===== config.mk =====
export PLATFORM = sky130hd
export DESIGN_NAME = sqrt_req_scheduler
export DESIGN_NICKNAME = d
export VERILOG_FILES = /design/src/rtl/sqrt_sched_pkg.sv /design/src/rtl/sqrt_req_scheduler_arbiter.sv /design/src/rtl/sqrt_req_scheduler.sv
export SDC_FILE = /design/constraint.sdc
export NUM_CORES = 1
export LEC_CHECK = 0
export ABC_AREA = 1
export CELL_PAD_IN_SITES_DETAIL_PLACEMENT = 1
export CELL_PAD_IN_SITES_GLOBAL_PLACEMENT = 2
export CORE_MARGIN = 3
export CORE_UTILIZATION = 32
export CTS_CLUSTER_DIAMETER = 120
export DETAILED_ROUTE_END_ITERATION = 8
export PLACE_DENSITY = 0.9
export SKIP_CTS_REPAIR_TIMING = 1
export SKIP_LAST_GASP = 1
export SYNTH_ARGS = -nofsm -noshare
export SYNTH_HDL_FRONTEND = slang
export SYNTH_SLANG_ARGS = --single-unit

===== constraint.sdc =====
create_clock -name clk -period 6.1 [get_ports clk]
set_clock_uncertainty 0.05 [all_clocks]
set_input_delay 1.22 -clock clk [delete_from_list [all_inputs] [get_ports clk]]
set_output_delay 1.22 -clock clk [all_outputs]
set_load 0.05 [all_outputs]

===== src/rtl/sqrt_sched_pkg.sv =====
// Shared types and helpers for the square-root request scheduler.
// Tag and response entry layouts plus the invalid-operation predicate.
package sqrt_sched_pkg;

    localparam int FP_W     = 32;
    // Widest requester index a tag can carry (up to 16 requesters).
    localparam int TAG_ID_W = 4;

    typedef struct packed {
        logic                valid;
        logic [TAG_ID_W-1:0] id;
        logic                nv;
    } sqrt_tag_t;

    typedef struct packed {
        logic [FP_W-1:0]     data;
        logic [TAG_ID_W-1:0] id;
        logic                nv;
    } resp_entry_t;

    // Negative, non-zero, non-NaN operands have no real square root.
    function automatic logic fp_sqrt_nv(input logic [FP_W-1:0] op);
        logic is_zero;
        logic is_nan;
        is_zero = (op[30:0] == 31'd0);
        is_nan  = (op[30:23] == 8'hFF) && (op[22:0] != 23'd0);
        return op[31] & ~is_zero & ~is_nan;
    endfunction

endpackage


===== src/rtl/sqrt_req_scheduler_arbiter.sv =====
// Round-robin arbiter with a rotating priority pointer.
// The pointer moves past the winner only when the grant is taken.
module rr_arbiter #(
    parameter  int N     = 4,
    localparam int IDX_W = $clog2(N)
) (
    input  logic             clk,
    input  logic             rst,
    input  logic [N-1:0]     req,
    input  logic             advance,
    output logic [N-1:0]     grant,
    output logic [IDX_W-1:0] grant_idx
);

    logic [IDX_W-1:0] ptr;
    logic [IDX_W-1:0] idx;
    logic             found;
    int               idx_i;

    // Search from the pointer upward, wrapping, for the first request.
    always_comb begin
        grant     = '0;
        grant_idx = '0;
        found     = 1'b0;
        idx_i     = 0;
        idx       = '0;
        for (int k = 0; k < N; k++) begin
            idx_i = (int'(ptr) + k) % N;
            idx   = IDX_W'(idx_i);
            if (!found && req[idx]) begin
                found      = 1'b1;
                grant[idx] = 1'b1;
                grant_idx  = idx;
            end
        end
    end

    // Winner drops to lowest priority once its grant is used.
    always_ff @(posedge clk or posedge rst) begin
        if (rst) begin
            ptr <= '0;
        end else if (advance) begin
            if (grant_idx == IDX_W'(N - 1)) begin
                ptr <= '0;
            end else begin
                ptr <= grant_idx + IDX_W'(1);
            end
        end
    end

endmodule


===== src/rtl/sqrt_req_scheduler.sv =====
// Shares one fixed-latency square-root datapath among several requesters.
// Credit-limited issue, tag pipe alongside the datapath, in-order response FIFO.
module sqrt_req_scheduler
    import sqrt_sched_pkg::*;
#(
    parameter  int NUM_REQ    = 4,
    parameter  int SQRT_LAT   = 1,
    parameter  int RESP_DEPTH = 4,
    localparam int ID_W       = $clog2(NUM_REQ)
) (
    input  logic                  clk,
    input  logic                  rst,
    input  logic [NUM_REQ-1:0]    req_valid,
    input  logic [32*NUM_REQ-1:0] req_data,
    output logic [NUM_REQ-1:0]    req_ready,
    output logic [31:0]           sqrt_operand,
    input  logic [31:0]           sqrt_result,
    output logic                  resp_valid,
    input  logic                  resp_ready,
    output logic [31:0]           resp_data,
    output logic [ID_W-1:0]       resp_id,
    output logic                  resp_nv,
    output logic                  busy
);

    localparam int PIPE_D = SQRT_LAT + 1;
    localparam int PTR_W  = $clog2(RESP_DEPTH);
    localparam int CNT_W  = PTR_W + 1;

    logic [NUM_REQ-1:0] arb_grant;
    logic [ID_W-1:0]    grant_idx;
    logic               can_issue;
    logic               issue;
    logic [FP_W-1:0]    op_sel;
    sqrt_tag_t          new_tag;

    sqrt_tag_t          tag_pipe [PIPE_D];
    logic [PIPE_D-1:0]  tag_valid;
    int                 inflight;

    resp_entry_t        fifo_mem [RESP_DEPTH];
    resp_entry_t        head;
    logic [PTR_W-1:0]   wr_ptr;
    logic [PTR_W-1:0]   rd_ptr;
    logic [CNT_W-1:0]   count;
    logic               push;
    logic               pop;

    rr_arbiter #(
        .N (NUM_REQ)
    ) u_arb (
        .clk       (clk),
        .rst       (rst),
        .req       (req_valid),
        .advance   (issue),
        .grant     (arb_grant),
        .grant_idx (grant_idx)
    );

    // Outstanding work is everything in the tag pipe plus the FIFO.
    always_comb begin
        inflight = 0;
        for (int k = 0; k < PIPE_D; k++) begin
            tag_valid[k] = tag_pipe[k].valid;
            if (tag_pipe[k].valid) begin
                inflight = inflight + 1;
            end
        end
        can_issue = (inflight + int'(count)) < RESP_DEPTH;
    end

    // Grant only when a FIFO slot is guaranteed for the result.
    always_comb begin
        req_ready = '0;
        if (can_issue && !rst) begin
            req_ready = arb_grant;
        end
        issue = |req_ready;
    end

    // Select the winning operand and build its tag.
    always_comb begin
        op_sel        = req_data[int'(grant_idx)*FP_W +: FP_W];
        new_tag       = '0;
        new_tag.valid = issue;
        new_tag.id    = TAG_ID_W'(grant_idx);
        new_tag.nv    = fp_sqrt_nv(op_sel);
    end

    // Operand register feeding the datapath; holds when idle.
    always_ff @(posedge clk or posedge rst) begin
        if (rst) begin
            sqrt_operand <= '0;
        end else if (issue) begin
            sqrt_operand <= op_sel;
        end
    end

    // Tag shift register tracks each operand through the datapath.
    always_ff @(posedge clk or posedge rst) begin
        if (rst) begin
            for (int k = 0; k < PIPE_D; k++) begin
                tag_pipe[k] <= '0;
            end
        end else begin
            tag_pipe[0] <= new_tag;
            for (int k = 1; k < PIPE_D; k++) begin
                tag_pipe[k] <= tag_pipe[k-1];
            end
        end
    end

    assign push = tag_pipe[PIPE_D-1].valid;
    assign pop  = resp_valid & resp_ready;

    // FIFO storage; contents need no reset, only the pointers do.
    always_ff @(posedge clk) begin
        if (push) begin
            fifo_mem[wr_ptr] <= {sqrt_result,
                                 tag_pipe[PIPE_D-1].id,
                                 tag_pipe[PIPE_D-1].nv};
        end
    end

    // FIFO pointers and occupancy; push and pop may coincide.
    always_ff @(posedge clk or posedge rst) begin
        if (rst) begin
            wr_ptr <= '0;
            rd_ptr <= '0;
            count  <= '0;
        end else begin
            if (push) begin
                wr_ptr <= wr_ptr + PTR_W'(1);
            end
            if (pop) begin
                rd_ptr <= rd_ptr + PTR_W'(1);
            end
            unique case ({push, pop})
                2'b10:   count <= count + CNT_W'(1);
                2'b01:   count <= count - CNT_W'(1);
                default: count <= count;
            endcase
        end
    end

    // First-word fall-through view of the FIFO head.
    always_comb begin
        head       = fifo_mem[rd_ptr];
        resp_valid = (count != '0);
        resp_data  = head.data;
        resp_id    = ID_W'(head.id);
        resp_nv    = head.nv;
        busy       = (|tag_valid) | (count != '0);
    end

endmodule


; Word-level counts from Yosys, hierarchy flattened
; Memories as Yosys holds them, arrays and structs flattened.
; Cells that the tools add are included.
; Widths: inputs -> output; s select.
[word_totals]
reg_bits = 49
mem_bits_rw = 140
in_bits = 167
output_inout_bits = 73
word_cells = 98
memories = 1
[memory_table]
columns = memory, depth, width, read_ports, rd_clocked_by_memory_dff, write_ports, line_no
row1 = fifo_mem, 4, 35, 1, 0, 1, sqrt_req_scheduler.sv:41  ; resp_entry_t fifo_mem [RESP_DEPTH];
[op_classes]
n_addsub = 10
order_cmp = 9
n_eq_ne = 4
shifts = 1
n_mux = 34
bitwise = 9
reduce_logical = 19
[op_table]
columns = cell, n
row1 = $shiftx 128x8->32, 1
row2 = $add 32x2->32 const B, 1
row3 = $add 32x4->32, 1
row4 = $lt 32x4->1 const B, 1
row5 = $mux 32, 1
row6 = $logic_not 31->1, 1
row7 = $reduce_bool 23->1, 1
row8 = $mux 4, 5
row9 = $mux 1, 14
row10 = $lt 2x3->1 const B, 4
row11 = $or 4x4->4, 3
row12 = $mux 2, 5
row13 = $logic_and 1x1->1, 9
row14 = $add 2x1->2 const B, 4
row15 = $bmux 1 s2, 4
row16 = $demux 1 s2, 4
row17 = $eq 8x8->1 const B, 1
row18 = $ge 2x1->1 const B, 4
row19 = $pmux 3 s2, 1
row20 = $add 2x2->2 const B, 2
row21 = $eq 2x2->1 const B, 2
row22 = $logic_not 1->1, 4
row23 = $reduce_or 4->1, 1
row24 = $add 3x1->3 const B, 1
row25 = other kinds (8), 11

; Longest topological paths before layout
[depth]
word_depth = 17
ltp_mapped = 23

; Modules after synthesis
; A second synthesis with hierarchy kept.
[hier_totals]
cells_unflattened = 942
hier_area_um2 = 9063.7
[modules_own_cells]
columns = mod, instances, cells_each, area_each_um2, seq_area_each_um2
row1 = sqrt_req_scheduler, 1, 847, 8405.6, 5380.2
row2 = rr_arbiter, 1, 95, 658.1, 50.0

; Worst setup path before layout
; No wires, ideal clock.
[synth_timing]
path_type = input -> output
from = input rst
to = output req_ready[3]
arrival_time_ns = 3.218
slack_ns = 1.612
path_stages = 5
cell_sequence = inv_1 -> nand2_1 -> a311oi_1 -> nand2_1 -> inv_1
[synth_via]
elab_chain_len = 3
[synth_lines]
columns = item, line_no
row1 = "start, declared", sqrt_req_scheduler.sv:12  ; input logic rst,
row2 = $logic_not 1->1 (no line), --
row3 = $logic_and 1x1->1, sqrt_req_scheduler.sv:75  ; if (can_issue && !rst) begin
row4 = $mux 4, sqrt_req_scheduler.sv:75
row5 = "end, declared", sqrt_req_scheduler.sv:15  ; output logic [NUM_REQ-1:0] req_ready,
; Every way passes these cells.

; Final worst setup path
[layout_timing]
from = register u_arb.ptr[0]
to = output req_ready[3]
[layout_via]
elab_chain_len = 13
elab_cells_between_ends = 48
classes_between = add/sub (3) / order compare (8) / mux (24) / bitwise (3) / reduce/logical (10)
[layout_lines]
columns = item, line_no
row1 = "start, declared", sqrt_req_scheduler_arbiter.sv:15  ; logic [IDX_W-1:0] ptr;
row2 = "start signal, assigned", sqrt_req_scheduler_arbiter.sv:46  ; ptr <= grant_idx + IDX_W'(1);
row3 = branches (longest 11 deep; another with $lt 2x3->1), --
row4 = $mux 4 *, sqrt_req_scheduler_arbiter.sv:30  ; if (!found && req[idx]) begin
row5 = $mux 4 *, sqrt_req_scheduler.sv:75
; Mark *: on every way between the ends. The select of a mux whose other input is x is not followed.

==> results_dict.tcl <==
set metrics [dict create \
    syn-num-nets 1145 \
    synth_top_family_by_area "simple AND/OR/NAND/NOR gates" \
    synth_top_flop_cell "edfxtp_1" \
    async_reset_ff_share_pct 25.93 \
    synth_mux_area_share_pct 0 \
    place_congestion 0.8031 \
    place_hpwl_um 19600 \
    timing.final.ws_setup_ns 1.212 \
    synth_top_area_share_pct 46.29 \
    ys_seq_elements 189 \
    outcome "finished, final reports clean" \
    synth_area_leader_cell "edfxtp_1" \
    syn_area_per_cell_um2 9.441 \
    startpoint_type "flop" \
    final_common_cell "nand2_1" \
    synth_area_um2 9082 \
    endpoint_kind "output pin" \
    final_util_pct 44.24 \
    antenna_found_initial 0 \
    root_buffer "clkbuf_16" \
    worst-path-max-fanout 15 \
    rrSetupSlack_ns 1.73 \
    critPathRequiredTime_ns 4.83 \
    numCtsBuffers 17 \
    start_util_pct 32.60 \
    drc 0 \
    grt_max_degree 72 \
    pre_cts_ws_ns 1.333 \
    clkTransAtPathRegs_ns 0.07 \
    synth_cell_types 37 \
    slew_headroom_pct 22.20 \
    reg2regPathDepth 19 \
    hold_class "reg -> reg" \
    cp.arrival_ns 3.62 \
    area_delta_synth_final_pct 35.68 \
    htreeDepth 4 \
    whs_path_depth 0 \
    period_share_pct 80.13 \
    nets 1356 \
    r2r_start "u_arb.ptr[0]" \
    fmax_mhz 204.6 \
    yosysWarnings 0 \
    final_cells 1564 \
    cts_tree "built" \
    drtPass1Iterations 4 \
    yosys.area_share.simple_pct 23.52 \
    layout_common_cells "241 x nand2_1, 239 x clkdlybuf4s50_1, 140 x edfxtp_1, 134 x nand3_1, 103 x o21ai_0" \
    clockBufferDepth 2 \
    synth_fa_ha_area_share_pct 2.287 \
    cts.sinks 189 \
    synth-edff-count 140 \
    antennaDiodeCount 0 \
    grt_pass1_wl_um 43500 \
    drt_iter0_drc 388 \
    track_usage_pct 18.01 \
    wl_per_cell_um 17.54 \
    min_to "tag_pipe[1]" \
    placed_cells_incl_taps 1532 \
    grt-ovfl-total 0 \
    hold_start "tag_pipe[7]" \
    setup_viol 0 \
    finalWorstPathRequiredPeriod_ns 4.888 \
    worst_pin_slew_ns 1.167 \
    grt_setup_unrepaired "false" \
    coreArea_um2 27860 \
    die_w_um 174.5 \
    num_vias 7587 \
    place.port_buffers 239 \
    avgViaCountPerCell 4.851 \
    clk_latency_ns 0.42 \
    seq_area_frac_synth_pct 59.79 \
    path_cells "inv_2 -> ha_1 -> inv_1 -> nand3_1 -> nand2_2 -> nand3_1 -> nor2_2 -> nand2_1 -> nand4_1 -> nand2_1 -> inv_1 -> clkdlybuf4s50_1" \
    grt_pass1_vias 8004 \
    critPathSlowestCell "clkdlybuf4s50_1" \
    rows 61 \
    wirelength_um 27430 \
    worst-setup-path-type "reg -> out" \
    max_stage_delay_ns 0.81 \
    yosys.area_share.xor_xnor_pct 0.3857 \
    tns_ns 0 \
    num_io_pins 240 \
    hold_viol 0 \
    yosys-top-cells-area "edfxtp_1 46%, dfrtp_1 14%, nand2_1 10%, nand3_1 7.4%, o21ai_0 5.7%" \
    drive_gt1_share_pct 5.228 \
    slew_violations 0 \
    ant_nets 0 \
    max_cap_viol_count 0 \
    dieArea_um2 30440 \
    synth_compound_area_share_pct 9.133 \
    fp.dieH_um 174.5 \
    syn_inst 962 \
    timing.rr.end "tag_pipe[6]" \
]
[area by class of cell]
type | count | area (µm²)
clock inverter | 14 | 133.9
timing repair buffer | 249 | 2467
inverter | 48 | 180.2
multi-input combinational | 668 | 3208
clock buffer | 18 | 429.2
fill | 3172 | 15530
sequential | 189 | 5431
tap | 378 | 473.0
[worst max path at each step]
stage | start | endpoint | slack, ns | cells after the start
after global routing | u_arb.ptr[0] | req_ready[3] | 0.96 | 12
after detailed placement | req_valid[1] | tag_pipe[6] | 1.33 | 19
after CTS | u_arb.ptr[0] | req_ready[3] | 1.20 | 12
final | u_arb.ptr[0] | req_ready[3] | 1.21 | 12
after floorplan | rst | req_ready[3] | 1.61 | 5
after global placement | req_valid[3] | req_ready[1] | 1.39 | 13
[worst max-delay path: cells and delay by family (launching register included)]
family | cells | cell delay (ns)
fa+ha+maj | 1 | 0.43
simple gates | 7 | 0.77
flops | 1 | 0.72
buf+inv | 4 | 1.27
[through the flow]
step	area, µm²	hold slack [ns]
finish	12320	0.3032
floorplan	9082	0.2812
CTS	12320	0.3069
global route	12320	0.3191
global placement	11760	0.2856
detailed placement	11760	0.2863
[cells by family (layout without fill, tap and decap cells)]
kind of cell	Yosys count	after routing
AO/OA/AOI/OAI	152	152
XOR/XNOR	4	4
adder cells (fa/ha/maj)	16	16
buffers and inverters	105	329
flip-flops	189	189
AND/OR/NAND/NOR	496	496
[routing by layer]
metal | share of wire (%) | GRT usage, % | vias up | wire (µm)
li1 | - | - | 3724 | -
met5 | 0 | 0 | - | 0
met1 | 43 | 22.53 | 3610 | 11840
met4 | 0.90 | 3.753 | 0 | 248
met2 | 49 | 31.58 | 238 | 13420
met3 | 7.0 | 4.565 | 15 | 1927
[Yosys cell counts (2+ instances only)]
cell type,count
buf_4,4
o211ai_1,2
ha_1,15
nand2_1,241
clkbuf_1,28
a21oi_1,2
nand2_4,3
a22oi_1,2
nand3_1,134
o21ai_0,103
inv_2,3
nor2_4,2
o21ai_1,3
nor2_1,96
xor2_1,3
nand3_2,2
inv_1,43
nand4_1,5
o22ai_1,35
clkinv_1,2
edfxtp_1,140
buf_2,21
nand3b_1,4
buf_1,2
nor2_2,3
nand2_2,5
dfrtp_1,49
[registers in the layout, summed over array words and instances, names as in the netlist]
signal        flops
count             3
fifo_mem        140
push              1
rd_ptr            2
sqrt_operand     32
tag_pipe          7
u_arb.ptr         2
wr_ptr            2
Power is left out: the tool's default activity adds up to more than one toggle a clock period on the data nets, which glitch-free logic cannot reach.
